<file path="config.mk">
export PLATFORM = sky130hd
export DESIGN_NAME = mpt_walker
export DESIGN_NICKNAME = d
export VERILOG_FILES = /design/src/rtl/mpt_pkg.sv /design/src/rtl/mpt_perm_check.sv /design/src/rtl/mpt_walker.sv
export SDC_FILE = /design/constraint.sdc
export NUM_CORES = 1
export LEC_CHECK = 0
export BUFFER_PORTS_ARGS = -buffer_cell sky130_fd_sc_hd__buf_2
export CORE_MARGIN = 3
export CORE_UTILIZATION = 52
export DETAILED_ROUTE_END_ITERATION = 10
export PLACE_DENSITY = 0.86
export SLEW_MARGIN = 10
export SYNTH_ARGS = -nofsm -noshare
export SYNTH_HDL_FRONTEND = slang
export SYNTH_SLANG_ARGS = --single-unit
</file>
<file path="constraint.sdc">
create_clock -name clk_i -period 6.02 [get_ports clk_i]
set_clock_uncertainty 0.05 [all_clocks]
set_input_delay 0.903 -clock clk_i [delete_from_list [all_inputs] [get_ports clk_i]]
set_output_delay 0.903 -clock clk_i [all_outputs]
set_load 0.01 [all_outputs]
</file>
<file path="src/rtl/mpt_pkg.sv">
// Shared types and field positions for the memory-protection-table walker.
// Index fields are fixed at PA[33:12] regardless of the physical address width.
package mpt_pkg;

    typedef enum logic [1:0] {
        ACC_R    = 2'b00,
        ACC_W    = 2'b01,
        ACC_X    = 2'b10,
        ACC_RSVD = 2'b11
    } acc_type_e;

    typedef enum logic [1:0] {
        CAUSE_ALLOW   = 2'b00,
        CAUSE_DENIED  = 2'b01,
        CAUSE_INVALID = 2'b10,
        CAUSE_BUS_ERR = 2'b11
    } cause_e;

    typedef enum logic [2:0] {
        IDLE    = 3'd0,
        L1_REQ  = 3'd1,
        L1_WAIT = 3'd2,
        L2_REQ  = 3'd3,
        L2_WAIT = 3'd4,
        RESP    = 3'd5,
        DRAIN   = 3'd6
    } state_e;

    localparam int L1_LSB = 25;
    localparam int L1_W   = 9;
    localparam int L2_LSB = 16;
    localparam int L2_W   = 9;
    localparam int PG_LSB = 12;
    localparam int PG_W   = 4;
    localparam int NB_LSB = 10;

    typedef struct packed {
        acc_type_e       acc;
        logic [L1_W-1:0] l1;
        logic [L2_W-1:0] l2;
        logic [PG_W-1:0] page;
    } mpt_req_t;

    typedef struct packed {
        logic       err;
        logic       v;
        logic       leaf;
        logic [2:0] xwr;
    } mpt_rsp_t;

    // Root entry low bits: bit0 V, bit1 LEAF, bits[4:2] {X,W,R}.
    function automatic mpt_rsp_t decode_root(input logic [4:0] lo, input logic err);
        mpt_rsp_t r;
        r.err  = err;
        r.v    = lo[0];
        r.leaf = lo[1];
        r.xwr  = lo[4:2];
        return r;
    endfunction

endpackage

</file>
<file path="src/rtl/mpt_perm_check.sv">
// Combinational permission check: selects the R/W/X bit for the access type.
// The reserved access type never matches a permission and is always denied.
module mpt_perm_check
    import mpt_pkg::*;
(
    input  logic [2:0] xwr,
    input  acc_type_e  acc,
    output cause_e     cause
);

    always_comb begin
        cause = CAUSE_DENIED;
        case (acc)
            ACC_R:   if (xwr[0]) cause = CAUSE_ALLOW;
            ACC_W:   if (xwr[1]) cause = CAUSE_ALLOW;
            ACC_X:   if (xwr[2]) cause = CAUSE_ALLOW;
            default: cause = CAUSE_DENIED;
        endcase
    end

endmodule

</file>
<file path="src/rtl/mpt_walker.sv">
// Two-level memory-protection-table walker: one request in flight, one table read port,
// allow/fault verdict toward the next pipeline register under stall/flush control.
module mpt_walker
    import mpt_pkg::*;
#(
    parameter int PA_WIDTH       = 34,
    parameter int MEM_DATA_WIDTH = 64
) (
    input  logic                      clk_i,
    input  logic                      rst_ni,
    input  logic                      mpt_en_i,
    input  logic [PA_WIDTH-1:0]       mpt_base_i,
    input  logic                      s_data_valid,
    output logic                      s_data_ready,
    input  logic [PA_WIDTH+1:0]       s_data_rdata,
    output logic                      m_data_valid,
    input  logic                      m_data_ready,
    output logic [PA_WIDTH+1:0]       m_data_rdata,
    output logic                      m_mem_valid,
    input  logic                      m_mem_ready,
    output logic [PA_WIDTH-1:0]       m_mem_addr,
    input  logic                      s_mem_valid,
    input  logic [MEM_DATA_WIDTH-1:0] s_mem_rdata,
    input  logic                      s_mem_err,
    input  logic                      s_ctrl_stall,
    input  logic                      s_ctrl_flush
);

    state_e              state_q, state_d;
    mpt_req_t            req_in, req_q;
    logic [PA_WIDTH-1:0] pa_q;
    logic [PA_WIDTH-1:0] base_q;
    cause_e              cause_q;

    logic                accept;
    logic                rsp_take;
    mpt_rsp_t            rsp;
    logic [2:0]          xwr_sel;
    cause_e              perm_cause;
    cause_e              walk_cause;
    logic [PA_WIDTH-1:0] next_base;
    logic [PA_WIDTH-1:0] idx_off;

    always_comb begin
        req_in.acc  = acc_type_e'(s_data_rdata[PA_WIDTH +: 2]);
        req_in.l1   = s_data_rdata[L1_LSB +: L1_W];
        req_in.l2   = s_data_rdata[L2_LSB +: L2_W];
        req_in.page = s_data_rdata[PG_LSB +: PG_W];
    end

    assign accept   = (state_q == IDLE) && s_data_valid && s_data_ready;
    assign rsp_take = s_mem_valid && !s_ctrl_flush;

    // Response decode: root bits when walking L1, the page nibble when walking L2.
    assign rsp       = decode_root(s_mem_rdata[4:0], s_mem_err);
    assign xwr_sel   = (state_q == L1_WAIT) ? rsp.xwr
                                            : s_mem_rdata[{req_q.page, 2'b00} +: 3];
    assign next_base = {s_mem_rdata[NB_LSB +: PA_WIDTH-12], 12'h000};

    mpt_perm_check u_perm (
        .xwr   (xwr_sel),
        .acc   (req_q.acc),
        .cause (perm_cause)
    );

    always_comb begin
        walk_cause = perm_cause;
        if (rsp.err)
            walk_cause = CAUSE_BUS_ERR;
        else if ((state_q == L1_WAIT) && !rsp.v)
            walk_cause = CAUSE_INVALID;
    end

    always_comb begin
        state_d = state_q;
        case (state_q)
            IDLE:    if (accept) state_d = mpt_en_i ? L1_REQ : RESP;
            L1_REQ:  if (s_ctrl_flush) state_d = IDLE;
                     else if (m_mem_ready) state_d = L1_WAIT;
            L2_REQ:  if (s_ctrl_flush) state_d = IDLE;
                     else if (m_mem_ready) state_d = L2_WAIT;
            L1_WAIT: begin
                if (s_ctrl_flush)
                    state_d = s_mem_valid ? IDLE : DRAIN;
                else if (s_mem_valid)
                    state_d = (!rsp.err && rsp.v && !rsp.leaf) ? L2_REQ : RESP;
            end
            L2_WAIT: begin
                if (s_ctrl_flush)
                    state_d = s_mem_valid ? IDLE : DRAIN;
                else if (s_mem_valid)
                    state_d = RESP;
            end
            RESP:    if (s_ctrl_flush || (m_data_valid && m_data_ready)) state_d = IDLE;
            DRAIN:   if (s_mem_valid) state_d = IDLE;
            default: state_d = IDLE;
        endcase
    end

    always_ff @(posedge clk_i or negedge rst_ni) begin
        if (!rst_ni)
            state_q <= IDLE;
        else
            state_q <= state_d;
    end

    // Request / walk registers: no reset, every output use is qualified by state.
    always_ff @(posedge clk_i) begin
        if (accept) begin
            req_q   <= req_in;
            pa_q    <= s_data_rdata[PA_WIDTH-1:0];
            base_q  <= mpt_base_i;
            cause_q <= CAUSE_ALLOW;
        end else if ((state_q == L1_WAIT) && rsp_take) begin
            base_q  <= next_base;
            cause_q <= walk_cause;
        end else if ((state_q == L2_WAIT) && rsp_take) begin
            cause_q <= walk_cause;
        end
    end

    assign idx_off = PA_WIDTH'({(state_q == L1_REQ) ? req_q.l1 : req_q.l2, 3'b000});

    // Output stage: flush forces everything low in the same cycle.
    assign s_data_ready = rst_ni && (state_q == IDLE) && !s_ctrl_stall && !s_ctrl_flush;
    assign m_mem_valid  = ((state_q == L1_REQ) || (state_q == L2_REQ)) && !s_ctrl_flush;
    assign m_mem_addr   = m_mem_valid ? (base_q + idx_off) : '0;
    assign m_data_valid = (state_q == RESP) && !s_ctrl_stall && !s_ctrl_flush;
    assign m_data_rdata = ((state_q == RESP) && !s_ctrl_flush) ? {cause_q, pa_q} : '0;

endmodule

</file>
# After elaboration in Yosys (flattened, before gate mapping)
# Index checks and enable logic that the tools add are counted.
[totals]
regBits = 97
inputBits = 144
wordCells = 82
output_inout_bits = 73
[classes]
n_addsub = 1
n_shift = 1
n_reduce_logical = 28
eq_ne = 15
mux = 29
[op_table]
columns = ["cell", "count"]
rows = [
  ["$mux W34", 3],
  ["$shiftx A64 B7 Y3", 1],
  ["$mux W3", 15],
  ["$mux W36", 1],
  ["$add A34 B12 Y34", 1],
  ["$pmux W3 S7", 1],
  ["$logic_and A1 B1 Y1", 16],
  ["$ne A3 B3 Y1 const B", 4],
  ["$eq A3 B3 Y1 const B", 3],
  ["$mux W9", 1],
  ["$mux W2", 4],
  ["$reduce_and A7 Y1", 1],
  ["$eq A3 B2 Y1 const B", 2],
  ["$ne A2 B2 Y1 const B", 3],
  ["$pmux W2 S3", 1],
  ["$logic_not A1 Y1", 5],
  ["$reduce_bool A2 Y1", 2],
  ["$eq A3 B1 Y1 const B", 1],
  ["$logic_not A3 Y1", 1],
  ["$mux W1", 3],
  ["$eq A2 B1 Y1 const B", 1],
  ["$eq A2 B2 Y1 const B", 1],
  ["$logic_not A2 Y1", 1],
  ["$logic_or A1 B1 Y1", 2],
]

# Depth between registers and ports, before layout
# Gate-level depths: netlist of the first run.
[logic_depth]
depth_word = 8
mapped_depth = 13
depth_no_buf = 12

# By module
# From an unflattened synthesis of the first run, not the netlist that was laid out.
[hier_totals]
cells_unflattened = 458
hier_area_um2 = 4750.8
[modules_own_cells]
columns = ["mod", "instances", "area_per_inst_um2", "cells_per_inst", "seq_area_each_um2"]
rows = [
  ["mpt_walker", 1, 4714.5, 453, 2217.1],
  ["mpt_perm_check", 1, 36.3, 5, 0.0],
]

# Worst setup path after synthesis of the first run
# OpenSTA, ideal clock, no wires.
[synth_path]
path_type = "input-to-reg"
start = "in s_ctrl_flush"
end = "reg base_q[0] (enable)"
t_arrival_ns = 3.665
path_buffers = 1
setup_slack_ns = 1.833
setup_ns = 0.472
stages = 3
path_cell_list = "clkbuf_1 -> nand2b_1 -> o21ai_0"
[synth_between]
elab_chain_cells = 4
elab_cells_between_ends = 6
[synth_lines]
columns = ["item", "line_no", "source"]
rows = [
  ["from (decl)", "mpt_walker.sv:26", "input logic s_ctrl_flush"],
  ["$logic_not A1 Y1 *", "mpt_walker.sv:52, mpt_walker.sv:125", ""],
  ["$logic_and A1 B1 Y1, on equally long branches", "mpt_walker.sv:125, mpt_walker.sv:52", ""],
  ["$logic_and A1 B1 Y1, on equally long branches", "mpt_walker.sv:51, mpt_walker.sv:114", ""],
  ["$reduce_bool A2 Y1 (no source line) *", "--", ""],
  ["to (signal assigned)", "mpt_walker.sv:112", "base_q <= mpt_base_i;"],
  ["to (signal assigned)", "mpt_walker.sv:115", "base_q <= next_base;"],
  ["to (decl)", "mpt_walker.sv:32", "logic [PA_WIDTH-1:0] base_q;"],
]
# Every way passes the cells marked *; elsewhere a longest branch is shown, timed or not.
# A chain may end at the register's enable or synchronous reset.

# Worst setup path after layout of the first run
[layout_path]
start = "reg state_q[0]"
end = "out m_mem_addr[30]"
[layout_between]
elab_chain_cells = 4
elab_cells_between_ends = 7
[layout_lines]
columns = ["item", "line_no", "source"]
rows = [
  ["from (decl)", "mpt_walker.sv:29", "state_e state_q, state_d;"],
  ["from (signal assigned)", "mpt_walker.sv:104", "state_q <= state_d;"],
  ["$eq A3 B1 Y1 / $eq A3 B2 Y1 (equally long branches)", "mpt_walker.sv:122, mpt_walker.sv:126", ""],
  ["$mux W9 / $logic_or A1 B1 Y1 (equally long branches)", "mpt_walker.sv:122, mpt_walker.sv:126", ""],
  ["$add A34 B12 Y34 / $logic_and A1 B1 Y1 (equally long branches)", "mpt_walker.sv:127, mpt_walker.sv:126", ""],
  ["$mux W34 *", "mpt_walker.sv:127", "assign m_mem_addr = m_mem_valid ? (base_q + idx_off) : '0;"],
  ["to (decl)", "mpt_walker.sv:21", "output logic [PA_WIDTH-1:0] m_mem_addr,"],
]
# Marked as above.

==> results of run 1 <==
==> state kept, by name (all words and copies together) (netlist names) <==
register / count
pa_q: 14
state_q: 3
req_q: 22
base_q: 34
cause_q: 2
==> path summary, 6_finish.rpt <==
check | from | end | slack, ns | cells after the start
max in group asynchronous | rst_ni | state_q[0] | 5.51 | 1
worst min-delay path | rst_ni | state_q[1] | 0.28 | 1
worst min register to register | cause_q[1] | cause_q[1] | 0.51 | 2
min in group clk_i | cause_q[1] | cause_q[1] | 0.51 | 2
worst max-delay path | state_q[0] | m_mem_addr[30] | 0.71 | 11
worst max register to register | state_q[0] | base_q[33] | 3.16 | 6
==> metal layers <==
| layer | vias up | share of wire, % | GRT usage [%] |
|---|---|---|---|
| li1 | 2062 | - | - |
| met1 | 1969 | 37 | 29.5 |
| met2 | 183 | 52 | 46.2 |
| met3 | 24 | 7.8 | 7.04 |
| met4 | 0 | 2.3 | 8.27 |
| met5 | - | 0 | 0 |
==> cell families (layout without fill, tap and decap cells) <==
family | count (synthesis) | count (layout)
muxes | 26 | 26
and+or+nand+nor | 223 | 223
other | 0 | 1
DFF | 75 | 75
AOI/OAI and AO/OA | 66 | 66
buffers and inverters | 35 | 234
adders and majority gates | 12 | 12
xor gates and xnor gates | 29 | 29
==> cells in the final DEF (no fill, tap or decap), types with 5 or more instances in the layout <==
master	netlist	final
a31oi_1	5	5
edfxtp_1	70	70
mux4_2	10	10
nor2_1	37	37
nand2_1	82	82
mux2i_1	6	6
inv_1	9	9
nand2b_1	5	5
xnor2_1	25	25
and2_1	36	36
nand3_1	11	11
mux2_2	9	9
a21oi_1	22	22
buf_2	6	207
clkbuf_8	1	10
nand4_1	6	6
and3_1	17	17
ha_1	11	11
o21ai_0	8	7
==> worst max-delay path: cells and delay by family (launching register included) <==
kind	cells	cell delay (ns)
xor gates and xnor gates	1	0.29
buffers and inverters	1	0.18
adders and majority gates	1	0.31
DFF	1	0.64
and+or+nand+nor	3	0.81
AOI/OAI and AO/OA	4	1.35
muxes	1	0.42
==> report_power, final <==
group	switching (W)	internal, W	leakage (nW)
clock network	0.000209	0.000248	0.114
registers	0.0000622	0.000623	0.679
logic	0.000317	0.000245	1.99
==> stage by stage <==
stage | worst slack [ns] | instances | utilization (%) | power (W)
2_1_floorplan | 1.83 | 466 | - | 0.00108
3_3_place_gp | 1.22 | 757 | 66.5 | 0.00123
3_5_place_dp | 1.11 | 757 | 66.5 | 0.00126
4_1_cts | 0.722 | 773 | 69.1 | 0.00171
5_1_grt | 0.468 | 773 | 69.1 | 0.00180
6_report | 0.711 | 774 | 69.1 | 0.00170
==> layout make-up <==
class                      instances  area (um^2)  share of cell area [%]
antenna                            1         2.50                  0.0407
timing repair buffer             207         1040                    16.9
clock inverter                     5         86.3                    1.40
multi-input combinational        356         2490                    40.5
inverter                          11         41.3                   0.672
clock buffer                      11          141                    2.30
tap                              108          135                    2.20
sequential                        75         2220                    36.1
==> out/summary.txt, run 1 <==
GRT Overall Usage: 25.7%
post-CTS resize count: 0
remaining antenna violation count: 0
Netlist cell types: 67
final WL: 13400 um
Congestion Overflow GR: 0
CP Cell Sequence: nand2b_1 -> nor2_2 -> mux2_2 -> ha_1 -> a21o_1 -> a21o_1 -> a21oi_1 -> a21oi_1 -> xnor2_1 -> nor2_1 -> buf_2
Syn Nets: 622
# rows: 34
Synth area leader: edfxtp_1
vias per inst: 5.48
Initial Utilization: 54.6%
Async SR Flop Fraction: 4.00%
GPL Wtd Cong: 0.906
Vias: 4238
DP HPWL: 10400 um
clock sink count: 75
Final Hold Viols: 0
Root Driver: clkbuf_8
post-route minimum period: 5.31 ns
number of global-route vias before repair: 4320
Nets: 816
port buffer count: 207
Slew @ Worst Pin: 1.19 ns
max frequency: 0.188 GHz
# IOs: 217
Cells after Synth: 466
RSZ-0062 raised after global routing: no
core area: 8890 um^2
multiplexer share of the synthesized area: 8.51%
worst vdd ir: 0.174 mV
die span in y: 103 um
Residual DRC: 0
Rel. slew slack: 20.8%
outcome: complete, no violations
Worst EP required: 5.07 ns
die footprint: 10500 um^2
Area after DPL: 5920 um^2
FF+latch count, synth: 75
# Post-CTS Setup Buffers: 0
hold buffer count at CTS: 0
Worst path slowest cell: a21oi_1
main combinational cell family by area after synthesis: simple AND/OR/NAND/NOR gates
Final Cycle Share: 88.2%
Post-Route Setup TNS: 0 ns
Clk Latency, worst-skew pair: 0.36 ns
Min Hold Slack: 0.282 ns
layout cells sized above 1: 40.5%
Area contributors post-synth: edfxtp_1 43%, nand2_1 6.3%, and2_1 4.6%, mux4_2 4.6%, xnor2_1 4.5%
top cell type's share of synthesized area: 43.3%
final setup vio count: 0
HP Class: in2async
CTS tree: built
Max Cap Violations: 0
H-tree Lvls: 3
Post-synth EDFFs: 70
first-pass GRT wire length: 20700 um
clk slew on worst S/H paths: 0.09 ns
Critical Path Fanout Max: 16
crit-path max cell delay: 0.76 ns
P_leak: 2.78 nW
yosys warns: 0
Synth Area in XOR/XNOR: 5.23%
Critical Path Start Type: register
CP Data Arrival Time: 4.36 ns
critical path class: reg2out
initial antenna violation count: 0
top-count cell post-synth: nand2_1
synthesized area: 4850 um^2
clock buffer depth: 2
CP Capture Type: primary output
area grow syn2layout: 26.6%
Die Wd: 103 um
simple-gate area share of the yosys netlist: 23.6%
WL/cell: 17.3 um
initial DRC count: 226
Final Max Slew Viols: 0
Post-Synth Adder-Cell Area: 3.25%
# fillers: 674
PwrDens: 277 nW/um^2
synthesized area per cell: 10.4 um^2
Seq/Total Area, Yosys: 45.7%
Synth Flop Type: edfxtp_1
final instance area: 6150 um^2
commonest cells in the netlist: 82 x nand2_1, 70 x edfxtp_1, 37 x nor2_1, 36 x and2_1, 25 x xnor2_1
largest net degree at the start of global routing: 61
DR pass1 iterations: 4
Compound-Gate Fraction of Synth Area: 10.3%
number of buffers created by CTS: 9
(Power assumes the default switching activity.)
==> inputs of run 2 (changes only) <==
--- a/config.mk
+++ b/config.mk
@@ -9,7 +9,9 @@
 export CORE_MARGIN = 3
 export CORE_UTILIZATION = 52
 export DETAILED_ROUTE_END_ITERATION = 10
+export MAX_ROUTING_LAYER = met4
 export PLACE_DENSITY = 0.86
+export RECOVER_POWER = 100
 export SLEW_MARGIN = 10
 export SYNTH_ARGS = -nofsm -noshare
 export SYNTH_HDL_FRONTEND = slang
==> run 2 against run 1 <==
Effect of this change:
- the flow now finishes with violations (max-capacitance violations, max-slew violations)
- non-clock buffer count unchanged
- hold slack better by 0.030 ns
- sequential cell count unchanged
- sequential power is essentially flat
- via count fell by 0.12%
- critical endpoint is now m_mem_addr[33]
- highest routed layer unchanged
==> out/summary.txt, run 2 (synthesized netlist as in run 1, its figures left out) <==
outcome: finished with violations
failing checks: max-capacitance violations, max-slew violations
max reg flops: 34 (unchanged)
top sig layer: met4
port buffer count: 207 (unchanged)
die span in y: 103 um (unchanged)
WL met2: 6890 um (-2.0%)
Congestion Overflow GR: 0 (unchanged)
RSZ-0062 raised after global routing: no
worst vdd ir: 0.155 mV (-11%)
DR pass1 iterations: 4 (unchanged)
reg-to-reg startpoint: state_q[2]
number of global-route vias before repair: 4355 (+0.81%)
GPL Wtd Cong: 0.897 (-0.93%)
first-pass GRT wire length: 20200 um (-2.8%)
Max Cap Violations: 3 (+3)
critical path class: reg2out
post-route minimum period: 5.42 ns (+0.111 ns)
met1 wire length: 4940 um (-1.8%)
Root Driver: clkbuf_8
WL/cell: 17.1 um (-1.1%)
P_leak: 2.59 nW (-6.9%)
Final Cycle Share: 90.0% (+1.9 points)
biggest regs: base_q x34, req_q x22, pa_q x14
initial antenna violation count: 0 (unchanged)
post-CTS resize count: 0 (unchanged)
Die Wd: 103 um (unchanged)
number of buffers created by CTS: 9 (unchanged)
die footprint: 10500 um^2 (unchanged)
Vias: 4233 (-0.12%)
# fillers: 725 (+7.6%)
GRT Overall Usage: 25.5% (-0.11 points)
Initial Utilization: 54.6% (unchanged)
Final Non-Filler Cells: 773 (-0.13%)
worst path buffer plus inverter count: 2 (+1)
Post-Route Setup TNS: 0 ns (unchanged)
Worst R2R Setup Slack: 1.76 ns (-1.40 ns)
register area: 2220 um^2 (unchanged)
vias per inst: 5.48 (about the same)
hold buffer count at CTS: 0 (unchanged)
clk slew on worst S/H paths: 0.08 ns (about the same)
max frequency: 0.185 GHz (-2.1%)
# rows: 34 (unchanged)
Critical Path Start Type: register
Final Max Slew Viols: 133 (+133)
area grow syn2layout: 22.8%
CP Capture Type: primary output
largest net degree at the start of global routing: 61 (unchanged)
DP HPWL: 10400 um (-0.12%)
clock sink count: 75 (unchanged)
Slew @ Worst Pin: 2.88 ns (+1.70 ns)
core area: 8890 um^2 (unchanged)
area of the multi-input gates: 2380 um^2 (-4.3%)
final setup vio count: 0 (unchanged)
Nets: 816 (unchanged)
CP Data Arrival Time: 4.47 ns (+0.11 ns)
commonest non-fill, non-tap cell in the layout: buf_2
CTS tree: built
most frequent cells in the layout: 179 x buf_2, 83 x nand2_1, 70 x edfxtp_1
Critical Path Fanout Max: 16 (unchanged)
reg2reg path depth: 6 (unchanged)
Diodes inserted: 0 (-1)
r2r endpoint: base_q[32]
# IOs: 217 (unchanged)
H-tree Lvls: 3 (unchanged)
remaining antenna violation count: 0 (unchanged)
CP Cell Sequence: nand2b_1 -> nor2_1 -> mux2_1 -> ha_1 -> inv_1 -> fa_1 -> nor2b_1 -> o31ai_1 -> a211o_2 -> a2111oi_2 -> xnor2_1 -> nor2_1 -> buf_2
Crit path max-delay family: simple AND/OR/NAND/NOR gates
Routed met3 length: 1000 um (-4.6%)
clock buffer depth: 2 (unchanged)
HP Class: in2async
final WL: 13200 um (-1.2%)
Top reg by flops: base_q
Clk Latency, worst-skew pair: 0.34 ns (-0.02 ns)
PwrDens: 266 nW/um^2 (-4.0%)
Worst EP required: 5.07 ns (about the same)
Rel. slew slack: -93.5% (-110 points)
Worst path most repeated cell: nor2_1
Worst path slowest cell: nor2_1
Residual DRC: 0 (unchanged)
Final Hold Viols: 0 (unchanged)
Placed Instances: 757 (unchanged)
# Post-CTS Setup Buffers: 0 (unchanged)
initial DRC count: 221 (-2.2%)
layout cells sized above 1: 33.7% (-6.8 points)
crit-path max cell delay: 0.68 ns (-0.08 ns)
==> run 2: changes by cell type in the layout (fill, tap and decap cells not counted), sizes merged <==
cell	previous run	this run
buf	207	179
bufinv	2	0
clkbuf	11	38
clkinvlp	0	2
diode	1	0
inv	12	13
==> run 2: final cells by class <==
class	count	area share (%)
Clock buffer	10	2.31
Clock inverter	6	0.818
Inverter	11	0.693
Multi-Input combinational cell	356	39.9
Sequential cell	75	37.2
Tap cell	108	2.27
Timing Repair Buffer	207	16.8
==> run 2: worst max path at each step <==
stage	to	cells after the start	startpoint
final	m_mem_addr[33]	13	state_q[0]
after global routing	m_mem_addr[33]	13	state_q[0]
after CTS	m_mem_addr[30]	11	state_q[0]
after detailed placement	m_mem_addr[30]	11	state_q[0]
after global placement	m_mem_addr[30]	11	state_q[0]
after floorplan	base_q[0]	3	s_ctrl_flush
==> run 2: routing by layer <==
layer | track usage (%) | vias to the layer above
met3 | 6.43 | 35
li1 | - | 2059
met1 | 28.2 | 1949
met5 | - | -
met4 | 10.6 | 0
met2 | 43.9 | 190
==> run 2: worst register-to-register path: stages (launching register included) <==
cell and delay (ns):
dfrtp_1 0.51, nor2_1 0.31, and4b_1 0.51, nand2_1 0.61, inv_1 1.74, nand2_1 0.21
nand2_1 0.17
==> run 2: through the flow <==
step / worst slack [ns] / utilization, % / hold slack, ns / power (W) / instance area (um^2)
final: 0.600 / 67.1 / 0.311 / 0.00159 / 5960
after global routing: 0.297 / 67.1 / 0.297 / 0.00168 / 5960
after CTS: 0.745 / 68.6 / 0.276 / 0.00163 / 6100
after detailed placement: 1.15 / 66.5 / 0.466 / 0.00126 / 5920
after global placement: 1.23 / 66.5 / 0.444 / 0.00123 / 5920
after floorplan: 1.83 / - / 0.421 / 0.00108 / 4850
==> run 2: power breakdown <==
group          switching [W]  internal (W)
Clock               0.000206      0.000165
Sequential         0.0000617      0.000625
Combinational       0.000304      0.000225
